--- src/rtl/line_matrix_seq.sv ---
// Hardware sequencer for the GPO line matrix: holds a shadow routing table and
// replays it onto the matrix clk/rstn/select pins on commit.
module line_matrix_seq #(
  parameter int NUM_IN    = 8,
  parameter int NUM_OUT   = 9,
  parameter int SEL_W     = 4,
  parameter int RST_CYC   = 4,
  parameter int SETUP_CYC = 2,
  parameter int PULSE_CYC = 2
) (
  input  logic             clk,
  input  logic             rst,
  input  logic             cfg_valid,
  output logic             cfg_ready,
  input  logic [SEL_W-1:0] cfg_out_sel,
  input  logic [SEL_W-1:0] cfg_in_sel,
  input  logic             cfg_enable,
  input  logic             clear,
  input  logic             commit,
  output logic             busy,
  output logic             done,
  output logic             cfg_err,
  output logic             lm_clk,
  output logic             lm_rstn,
  output logic [SEL_W-1:0] lm_input_select,
  output logic [SEL_W-1:0] lm_output_select
);

  localparam int CNT_W = 8;

  localparam logic [2:0] S_IDLE  = 3'd0;
  localparam logic [2:0] S_RESET = 3'd1;
  localparam logic [2:0] S_SETUP = 3'd2;
  localparam logic [2:0] S_PULSE = 3'd3;
  localparam logic [2:0] S_HOLD  = 3'd4;
  localparam logic [2:0] S_DONE  = 3'd5;

  localparam logic [SEL_W-1:0] LAST_IDX = SEL_W'(NUM_OUT - 1);

  logic [2:0]       state, state_n;
  logic [SEL_W-1:0] idx, idx_n;
  logic [CNT_W-1:0] cnt, cnt_n;
  logic             skip, skip_n;
  logic             pending;
  logic             started;

  logic [NUM_OUT-1:0] tbl_en;
  logic [SEL_W-1:0]   tbl_sel [NUM_OUT];

  logic             adv;
  logic             load;
  logic             show;
  logic             wr_acc;
  logic             wr_bad;
  logic [SEL_W-1:0] osel_n;
  logic [SEL_W-1:0] isel_n;

  assign busy      = (state != S_IDLE);
  assign cfg_ready = started & (state == S_IDLE) & ~commit;
  assign wr_acc    = cfg_valid & cfg_ready;
  assign wr_bad    = ({1'b0, cfg_out_sel} >= (SEL_W+1)'(NUM_OUT)) ||
                     ({1'b0, cfg_in_sel}  >= (SEL_W+1)'(NUM_IN));

  // Shadow table; clear is applied before a same-cycle write so the write survives.
  always_ff @(posedge clk or posedge rst) begin
    if (rst) begin
      tbl_en  <= '0;
      cfg_err <= 1'b0;
      for (int unsigned i = 0; i < NUM_OUT; i++) begin
        tbl_sel[i] <= '0;
      end
    end else begin
      cfg_err <= wr_acc & wr_bad;
      if (clear && (state == S_IDLE)) begin
        tbl_en <= '0;
      end
      if (wr_acc && !wr_bad) begin
        tbl_en[cfg_out_sel]  <= cfg_enable;
        tbl_sel[cfg_out_sel] <= cfg_in_sel;
      end
    end
  end

  // Entry evaluation (load) is shared by the end of RESET and every advance,
  // so a disabled entry costs exactly one SETUP cycle with skip set.
  always_comb begin
    state_n = state;
    idx_n   = idx;
    cnt_n   = cnt;
    skip_n  = skip;
    adv     = 1'b0;
    load    = 1'b0;
    case (state)
      S_IDLE: begin
        if (commit || pending) begin
          state_n = S_RESET;
          cnt_n   = CNT_W'(RST_CYC - 1);
        end
      end
      S_RESET: begin
        if (cnt == '0) begin
          idx_n = '0;
          load  = 1'b1;
        end else begin
          cnt_n = cnt - CNT_W'(1);
        end
      end
      S_SETUP: begin
        if (skip) begin
          adv = 1'b1;
        end else if (cnt == '0) begin
          state_n = S_PULSE;
          cnt_n   = CNT_W'(PULSE_CYC - 1);
        end else begin
          cnt_n = cnt - CNT_W'(1);
        end
      end
      S_PULSE: begin
        if (cnt == '0) begin
          state_n = S_HOLD;
        end else begin
          cnt_n = cnt - CNT_W'(1);
        end
      end
      S_HOLD: begin
        adv = 1'b1;
      end
      S_DONE: begin
        state_n = S_IDLE;
      end
      default: begin
        state_n = S_IDLE;
      end
    endcase

    if (adv) begin
      if (idx == LAST_IDX) begin
        state_n = S_DONE;
      end else begin
        idx_n = idx + SEL_W'(1);
        load  = 1'b1;
      end
    end

    if (load) begin
      state_n = S_SETUP;
      skip_n  = ~tbl_en[idx_n];
      cnt_n   = CNT_W'(SETUP_CYC - 1);
    end
  end

  always_comb begin
    show   = ((state_n == S_SETUP) && !skip_n) ||
             (state_n == S_PULSE) || (state_n == S_HOLD);
    osel_n = '0;
    isel_n = '0;
    if (show) begin
      osel_n = idx_n;
      isel_n = tbl_sel[idx_n];
    end
  end

  // Pin outputs are registered from the next-state decode so they are glitch-free
  // and line up with the state they describe.
  always_ff @(posedge clk or posedge rst) begin
    if (rst) begin
      state            <= S_IDLE;
      idx              <= '0;
      cnt              <= '0;
      skip             <= 1'b0;
      pending          <= 1'b0;
      started          <= 1'b0;
      done             <= 1'b0;
      lm_clk           <= 1'b0;
      lm_rstn          <= 1'b0;
      lm_input_select  <= '0;
      lm_output_select <= '0;
    end else begin
      state            <= state_n;
      idx              <= idx_n;
      cnt              <= cnt_n;
      skip             <= skip_n;
      started          <= 1'b1;
      done             <= (state_n == S_DONE);
      lm_clk           <= (state_n == S_PULSE);
      lm_rstn          <= (state_n != S_RESET);
      lm_input_select  <= isel_n;
      lm_output_select <= osel_n;
      if (state == S_IDLE) begin
        if (state_n == S_RESET) begin
          pending <= 1'b0;
        end
      end else if (commit) begin
        pending <= 1'b1;
      end
    end
  end

endmodule
--- config.mk ---
export PLATFORM = sky130hd
export DESIGN_NAME = line_matrix_seq
export DESIGN_NICKNAME = d
export VERILOG_FILES = /design/src/rtl/line_matrix_seq.sv
export SDC_FILE = /design/constraint.sdc
export NUM_CORES = 1
export LEC_CHECK = 0
export ABC_AREA = 1
export CORE_AREA = 2 2 93 95
export DETAILED_ROUTE_END_ITERATION = 8
export DIE_AREA = 0 0 95 97
export PLACE_DENSITY = 0.6
export SLEW_MARGIN = 20
export SYNTH_ARGS = -nofsm -noshare
export SYNTH_HDL_FRONTEND = slang
export SYNTH_SLANG_ARGS = --single-unit
--- constraint.sdc ---
create_clock -name clk -period 2.7 [get_ports clk]
set_input_delay 0.405 -clock clk [delete_from_list [all_inputs] [get_ports clk]]
set_output_delay 0.405 -clock clk [all_outputs]
set_load 0.005 [all_outputs]
; ---- Yosys cells after proc, flatten, opt, wreduce, memory -nomap -nowiden
; Cells that the tools add are included.
; W data, S select, Z words.
[totals]
inputBits = 14
ff_bits = 75
elab_cells = 118
[op_classes]
mux = 43
bitwise_logic = 8
addsub = 2
magnitude_cmp = 8
eq_ne = 15
n_reduce_logical = 20
[ops]
columns = op, n
row1 = $mux W8, 5
row2 = $bwmux W36, 1
row3 = $mux W4, 9
row4 = $pmux W8 S3, 1
row5 = $mux W3, 7
row6 = $mux W9, 2
row7 = $bmux W4 S4, 1
row8 = $demux W4 S4, 1
row9 = $eq A3 B2 Y1 const B, 4
row10 = $pmux W3 S4, 1
row11 = $mux W1, 11
row12 = $ge A5 B5 Y1 const B, 2
row13 = $lt A4 B5 Y1 const B, 2
row14 = $not A4 Y5, 2
row15 = $bwmux W9, 1
row16 = $eq A3 B3 Y1 const B, 3
row17 = $ge A4 B4 Y1 const B, 2
row18 = $logic_not A8 Y1, 1
row19 = $sub A8 B1 Y8 const B, 1
row20 = $eq A3 B1 Y1 const B, 2
row21 = $ne A3 B3 Y1 const B, 2
row22 = $logic_and A1 B1 Y1, 5
row23 = $lt A5 B1 Y1 const B, 1
row24 = $add A4 B1 Y4 const B, 1
row25 = 19 further kinds, 28

; ---- Logic depth before layout (Yosys ltp)
; Gate-level depths: netlist (run 1).
[depth]
depth_word = 14
ltp_mapped = 16
depth_no_buf = 16

; ---- Least setup slack after synthesis (run 1)
; Ideal clock, no wire load.
[synth_path]
path_kind = reg2reg
from = reg cnt[0]
to = reg lm_input_select[2]
synth_period_minus_slack_ps = 1995
n_path_buf = 1
arrival_ps = 1869
required_time_ps = 2574
path_stages_with_launch = 14
path_slack_ps = 705
setup_time_ps = 126
path_cell_list = dfrtp_1 > inv_1 > ha_1 > nand2_1 > nor2_2 > nand3_2 > nand3_2 > nand2_4 > buf_6 > or2_0 > o211ai_1 > nand3_1 > a21boi_1 > a21oi_1
[synth_via]
elab_chain_len = 14
[synth_rtl]
columns = element, line_no
row1 = from (decl), 42  ; logic [CNT_W-1:0] cnt, cnt_n;
row2 = from (signal assigned), 181  ; cnt <= cnt_n;
row3 = $logic_not A8 Y1 (*), "101, 111, 119"
row4 = $mux W4, 101  ; if (cnt == '0) begin
row5 = $mux W4, 93  ; case (state)
row6 = $mux W4, 137  ; if (idx == LAST_IDX) begin
row7 = $mux W4, 136  ; if (adv) begin
row8 = $bmux W1 S4, 147  ; skip_n = ~tbl_en[idx_n];
row9 = $mux W1 (not written as such), 147
row10 = $not A1 Y1, 147
row11 = $mux W1, 145  ; if (load) begin
row12 = $logic_not A1 Y1, 153  ; show = ((state_n == S_SETUP) && !skip_n) ||
row13 = $logic_and A1 B1 Y1, 153
row14 = $logic_or A1 B1 Y1, 153
row15 = $logic_or A1 B1 Y1, 154  ; (state_n == S_PULSE) || (state_n == S_HOLD);
row16 = $mux W4 (*), 157  ; if (show) begin
row17 = named net isel_n[2], 56  ; logic [SEL_W-1:0] isel_n;
row18 = to (signal assigned), 187  ; lm_input_select <= isel_n;
row19 = to (decl), 25  ; output logic [SEL_W-1:0] lm_input_select,
; The timed path passes the listed nets; every way through them passes the cells marked *. The select of a mux whose other input is x is not followed.
; A chain may end at the register's enable or synchronous reset.

; ---- Worst setup path in the final report (run 1)
[layout_path]
from = reg cnt[0]
to = reg lm_input_select[0]
; Same word-level chain as after synthesis.

==> reports/qor.txt, run 1 <==
WL final: 8040 µm
CTS clk-pin slew, worst paths: 0.08 ns
synth unique cells: 35
slowest CP cell: dfrtp_1
most common cell after layout, fill and taps aside: nand2_1
drt pass-1 iters: 4
post-synthesis instance area: 0.00362 mm²
worst hold slack: 0.448 ns
layout cell share with drive strength beyond 1: 0.122
number of buffers added on ports: 27
CP most frequent cell: nand3_1
Area Growth Syn to Fin: 16.1%
Setup crit end kind: flip-flop
maximum clock frequency: 426 MHz
CTS tree: yes
status: finished clean
Setup Skew: 0.00885 ns
die width: 95 µm
Core Footprint: 0.00813 mm²
Initial Utilization: 0.445
Max Cap Viol: 0
syn_nets: 443
buffer count from post-CTS setup fixing: 0
syn avg cell area: 8.51 µm²
routed len/inst: 14.0 µm
CTS Root Buffer Type: clkbuf_8
cts-stage hold buffer count: 0
CP Launch Type: flip-flop
first-pass GRT wire length: 13600 µm
RSZ-0062 raised after global routing: false
critical-path maximum fanout: 28
P_leak: 0.00193 µW
most frequent cells in the layout: nand2_1, dfrtp_1, inv_1
vias per cell: 5.08
Crit Path Category: flip-flop to flip-flop
setup violators final: 0
H-tree level count: 3
worst hold path type: primary input to async pin
Seq/Total Area, Yosys: 0.518
Pwr Density: 963 mW/mm²
Antenna diodes: 0
Total Die Area: 0.00922 mm²
Detailed Place HPWL: 5950 µm
Post-route DRC: 0
Final period util: 0.869
Tmin final: 2.35 ns
clock latency on the worst-skew pair: 0.35 ns
Setup TNS Final: 0 ns
# fillers: 781
layout net count: 480
CTS buffer count: 9
Starting DRT DRC Count: 179
overall routing resource usage: 0.190
Syn. warnings: 0
CTS Buffer Depth: 2
largest net degree at the start of global routing: 76
chip height: 97 µm
vias in the first global route: 2741
Routed Antenna Nets: 0
cts repair resizes: 0
total grt overflow: 0
Crit path arrival time: 2.62 ns
Peak VDD IR: 0.327 mV
Cells after Synth: 426
worst endpoint required time: 2.98 ns
io pins: 28
post-synthesis register bit count: 75
routability cong.: 0.822
cells along the critical path: inv_1 > ha_1 > nand2_1 > nor2_2 > nand3_2 > nand3_2 > nand2_4 > inv_2 > nand2_1 > nand3_1 > nand3_1 > nand3_1 > a21boi_1 > a21oi_1
Cell Rows: 33
Max stage delay on crit path: 0.38 ns
Slew Viols, Final: 0
initial antenna violation count: 0
Final Hold Violating Endpoints: 0
CTS Sinks: 75
via count: 2910
[registers in the layout (all words and copies together), names as in the netlist]
signal,count
state,3
lm_rstn,1
idx,4
pending,1
tbl_en,9
lm_output_select,4
lm_input_select,4
tbl_sel,36
started,1
lm_clk,1
done,1
cfg_err,1
cnt,8
skip,1
[cell type report]
class,count,area (µm²),share of cell area
Sequential cell,75,1880,0.446
Multi-Input combinational cell,291,1500,0.357
Timing Repair Buffer,29,298,0.0708
Inverter,57,216,0.0514
Tap cell,105,131,0.0312
Clock buffer,9,124,0.0294
Clock inverter,7,58.8,0.0140
[cells in the mapped netlist]
cell      instances  area share
nand2_1          81       0.084
dfrtp_1          75        0.52
inv_1            49       0.051
nand3_1          41       0.057
nor2_1           35       0.036
o21ai_0          29       0.040
a21oi_1          18       0.025
o21ai_1          11       0.015
o211ai_1         10       0.021
nor3_1            9       0.012
inv_2             7      0.0073
nand2_2           7       0.012
nor2_2            7       0.012
nand4_1           6       0.010
nand3_2           4       0.011
or2_0             4      0.0069
or2_2             4      0.0069
a21boi_1          3      0.0062
ha_1              3       0.010
nor4_1            3      0.0052
buf_6             2      0.0062
nand2_4           2      0.0062
nor3_2            2      0.0055
nor3b_1           2      0.0041
o22ai_4           2       0.011
a31oi_1           1      0.0017
and2_1            1      0.0017
buf_2             1      0.0014
conb_1            1      0.0010
inv_4             1      0.0017
nor2_4            1      0.0031
o21ai_2           1      0.0024
o22ai_1           1      0.0017
xnor2_1           1      0.0024
xor2_1            1      0.0024
[final timing paths]
check / startpoint / end / depth (start not counted) / slack, ns
min in group clk: tbl_sel[33] / tbl_sel[33] / 2 / 0.49
worst max-delay path: cnt[0] / lm_input_select[0] / 14 / 0.35
max in group asynchronous: rst / idx[3] / 3 / 1.94
worst max register to register: cnt[0] / lm_input_select[0] / 14 / 0.35
worst min register to register: tbl_sel[33] / tbl_sel[33] / 2 / 0.49
worst min-delay path: rst / tbl_en[5] / 3 / 0.45
[layer usage]
metal  wire, µm  GRT usage  share of wire  up-vias
met2       3500      0.270           0.44       64
li1           -          -              -     1477
met3        339     0.0288          0.042        6
met1       4110      0.295           0.51     1363
met5          0          0              0        -
met4         79     0.0635         0.0098        0
[stage by stage]
step,std cells,cell area [µm²],utilization,worst slack (ns),total power (µW)
after global routing,573,4210,0.517,0.0465,4390
final,573,4210,0.517,0.353,4050
after CTS,573,4210,0.517,0.349,4080
after detailed placement,557,4030,0.495,0.244,3280
after global placement,557,4030,0.495,0.277,3250
after floorplan,426,3620,-,0.385,2850
[cells by family after synthesis]
kind of cell / Yosys count / share of synthesized area
AOI/OAI and AO/OA: 76 / 0.124
buffers and inverters: 60 / 0.0673
xor gates and xnor gates: 2 / 0.00484
DFF: 75 / 0.518
other: 1 / 0.00103
and+or+nand+nor: 209 / 0.275
adders and majority gates: 3 / 0.0104
[power by group]
part	total, µW	switching (µW)	internal (µW)	leakage [µW]
logic	1840	1200	641	0.000874
clock network	792	446	346	0.0000868
registers	1420	113	1300	0.000974
total	4050	1760	2290	0.00193
[critical path, delay by kind of cell (launching register included)]
family / cells / cell delay (ns)
AO/OA/AOI/OAI: 2 / 0.19
adder cells (fa/ha/maj): 1 / 0.18
buffers and inverters: 2 / 0.36
flip-flops: 1 / 0.38
AND/OR/NAND/NOR: 9 / 1.14
Note: power is estimated with default switching activity, not from simulation.
==> run 2, diff against run 1 <==
==> config.mk (replaced) <==
export PLATFORM = sky130hd
export DESIGN_NAME = line_matrix_seq
export DESIGN_NICKNAME = d
export VERILOG_FILES = /design/src/rtl/line_matrix_seq.sv
export SDC_FILE = /design/constraint.sdc
export NUM_CORES = 1
export LEC_CHECK = 0
export CORE_AREA = 2 2 95 97
export CTS_CLUSTER_SIZE = 24
export DETAILED_ROUTE_END_ITERATION = 8
export DIE_AREA = 0 0 97 99
export PLACE_DENSITY = 0.6
export SYNTH_ARGS = -nofsm -noshare
export SYNTH_HDL_FRONTEND = slang
export SYNTH_SLANG_ARGS = --single-unit
==> reports/qor.txt, run 2 <==
Commonest cells post-synth: dfrtp_1, mux2_2, mux2i_1
Area Growth Syn to Fin: 26.5%
Detailed Place HPWL: 6170 µm
Seq/Total Area, Yosys: 0.498
overall routing resource usage: 0.188
Setup crit end kind: flip-flop
# fillers: 767
io pins: 28
P_leak: 0.00217 µW
status: finished clean
layout net count: 424
most common cell after layout, fill and taps aside: dfrtp_1
chip height: 99 µm
Synth top area share: 0.498
Total Die Area: 0.00960 mm²
Peak VDD IR: 0.311 mV
worst endpoint required time: 2.90 ns
worst hold path type: primary input to async pin
layout cell share with drive strength beyond 1: 0.294
maximum clock frequency: 377 MHz
Cell Area, Placed: 0.00445 mm²
CTS clk-pin slew, worst paths: 0.08 ns
ys async rst share: 1.00
Setup Skew: 0.0170 ns
most frequent cell after synthesis: dfrtp_1
drt pass-1 iters: 4
EDFF count, synth: 0
number of buffers added on ports: 27
Slew HR: 0.604
first-pass GRT wire length: 14400 µm
dpl cells: 499
Setup TNS Final: 0 ns
initial antenna violation count: 0
Setup WS pre-CTS: -0.238 ns
Area contributors post-synth: dfrtp_1, mux2_2, mux2i_1
post-synthesis register bit count: 75
routability cong.: 0.786
Post-route DRC: 0
Starting DRT DRC Count: 126
Cells after Synth: 333
largest net degree at the start of global routing: 51
Pwr Density: 851 mW/mm²
Slew Viols, Final: 0
RSZ-0062 raised after global routing: true
Largest register FFs: 36
Tightest Pin Transition: 0.593 ns
Final period util: 0.982
total grt overflow: 0
Crit Path Category: flip-flop to flip-flop
routed len/inst: 16.6 µm
syn avg cell area: 11.3 µm²
CP Launch Type: flip-flop
Initial Utilization: 0.441
final core utilization: 0.558
Antenna diodes: 0
Routed Antenna Nets: 0
CTS tree: yes
vias in the first global route: 2863
syn_nets: 350
largest reg by FF count: tbl_sel
synth unique cells: 63
Final Instance Count excl. Fillers: 520
WL final: 8630 µm
post-synthesis instance area: 0.00377 mm²
critical-path maximum fanout: 7
final instance area: 0.00477 mm²
via count: 2848
CTS Root Buffer Type: clkbuf_8
clock latency on the worst-skew pair: 0.34 ns
Core Footprint: 0.00855 mm²
Final Hold Violating Endpoints: 0
vias per cell: 5.48
setup violators final: 0
CTS buffer count: 9
CTS Buffer Depth: 2
Crit path arrival time: 2.85 ns
Syn. warnings: 0
most frequent cells in the layout: dfrtp_1, buf_4, mux2_2, clkdlybuf4s50_1
H-tree level count: 3
Tmin final: 2.65 ns
largest registers: tbl_sel (36), tbl_en (9), cnt (8)
commonest register cell after synthesis: dfrtp_1
die width: 97 µm
Max Cap Viol: 0
Cell Rows: 34
Synth area leader: dfrtp_1
Final WS setup: 0.0483 ns
CTS Sinks: 75
[run 2: cell count changes after synthesis, sizes merged, moves of 9 or more]
cell / before / now
o21ai: 41 / 17
nand3: 45 / 8
nand2: 90 / 19
mux2i: 0 / 25
o211ai: 10 / 1
inv: 57 / 12
a22oi: 0 / 9
nor2: 43 / 22
mux2: 0 / 27
[run 2: report_power, final]
| group | total [µW] | switching, µW | internal, µW |
|---|---|---|---|
| sequential | 1350 | 85.1 | 1270 |
| combinational | 1800 | 928 | 876 |
| clock | 903 | 422 | 481 |
| total | 4060 | 1440 | 2620 |
[run 2: cell type report]
class                      instances  area (µm²)  area share
sequential                        75        1880       0.394
clock inverter                     5        60.1      0.0126
inverter                          12        45.0     0.00944
timing repair buffer              75         663       0.139
multi-input combinational        234        1840       0.385
clock buffer                      11         151      0.0317
tap                              108         135      0.0283
[run 2: what timing repair did]
action | 4_1_cts | 5_1_grt
gates resized for setup | 9 | 9
pin swaps | 5 | 6
hold buffers | 0 | 0
endpoints found under the setup margin | 9 | 20
buffers inserted | 1 | 4
[run 2: critical path, cell delays in order, from the launching register on]
cell	delay, ns
dfrtp_1	0.43
nand3b_1	0.29
buf_4	0.21
a311o_1	0.41
o21ai_4	0.22
mux2i_2	0.28
a2111oi_4	0.12
o31ai_4	0.39
a22oi_1	0.15
[run 2: stage by stage]
step	hold slack (ns)	total power, µW
5_1_grt	0.495	4330
4_1_cts	0.458	4010
2_1_floorplan	0.453	2420
3_5_place_dp	0.472	3020
3_3_place_gp	0.470	3000
6_report	0.445	4060
[run 2: cells by family after synthesis]
kind of cell             Yosys count  share of synthesized area
AO/OA/AOI/OAI                     71                      0.143
XOR/XNOR                           6                     0.0139
multiplexers                      52                      0.147
AND/OR/NAND/NOR                  101                      0.154
other                              1                   0.000995
buffers and inverters             24                     0.0325
flip-flops                        75                      0.498
adder cells (fa/ha/maj)            3                    0.00996
[run 2: final timing paths]
check / start / end / slack [ns] / depth (start not counted)
min reg2reg: tbl_sel[11] / tbl_sel[11] / 0.49 / 1
min: rst / state[1] / 0.44 / 2
max reg2reg: state[2] / lm_input_select[2] / 0.05 / 8
min in group clk: tbl_sel[11] / tbl_sel[11] / 0.49 / 1
max in group asynchronous: rst / tbl_sel[16] / 1.59 / 3
max: state[2] / lm_input_select[2] / 0.05 / 8
[run 2: per-layer routing]
| metal | part of all wire | vias to the layer above | GRT usage | routed length, µm |
|---|---|---|---|---|
| met5 | 0 | - | 0 | 0 |
| met4 | 0.0082 | 0 | 0.0433 | 71 |
| met3 | 0.029 | 6 | 0.0426 | 254 |
| met2 | 0.52 | 52 | 0.332 | 4470 |
| met1 | 0.44 | 1420 | 0.236 | 3830 |
| li1 | - | 1370 | - | - |
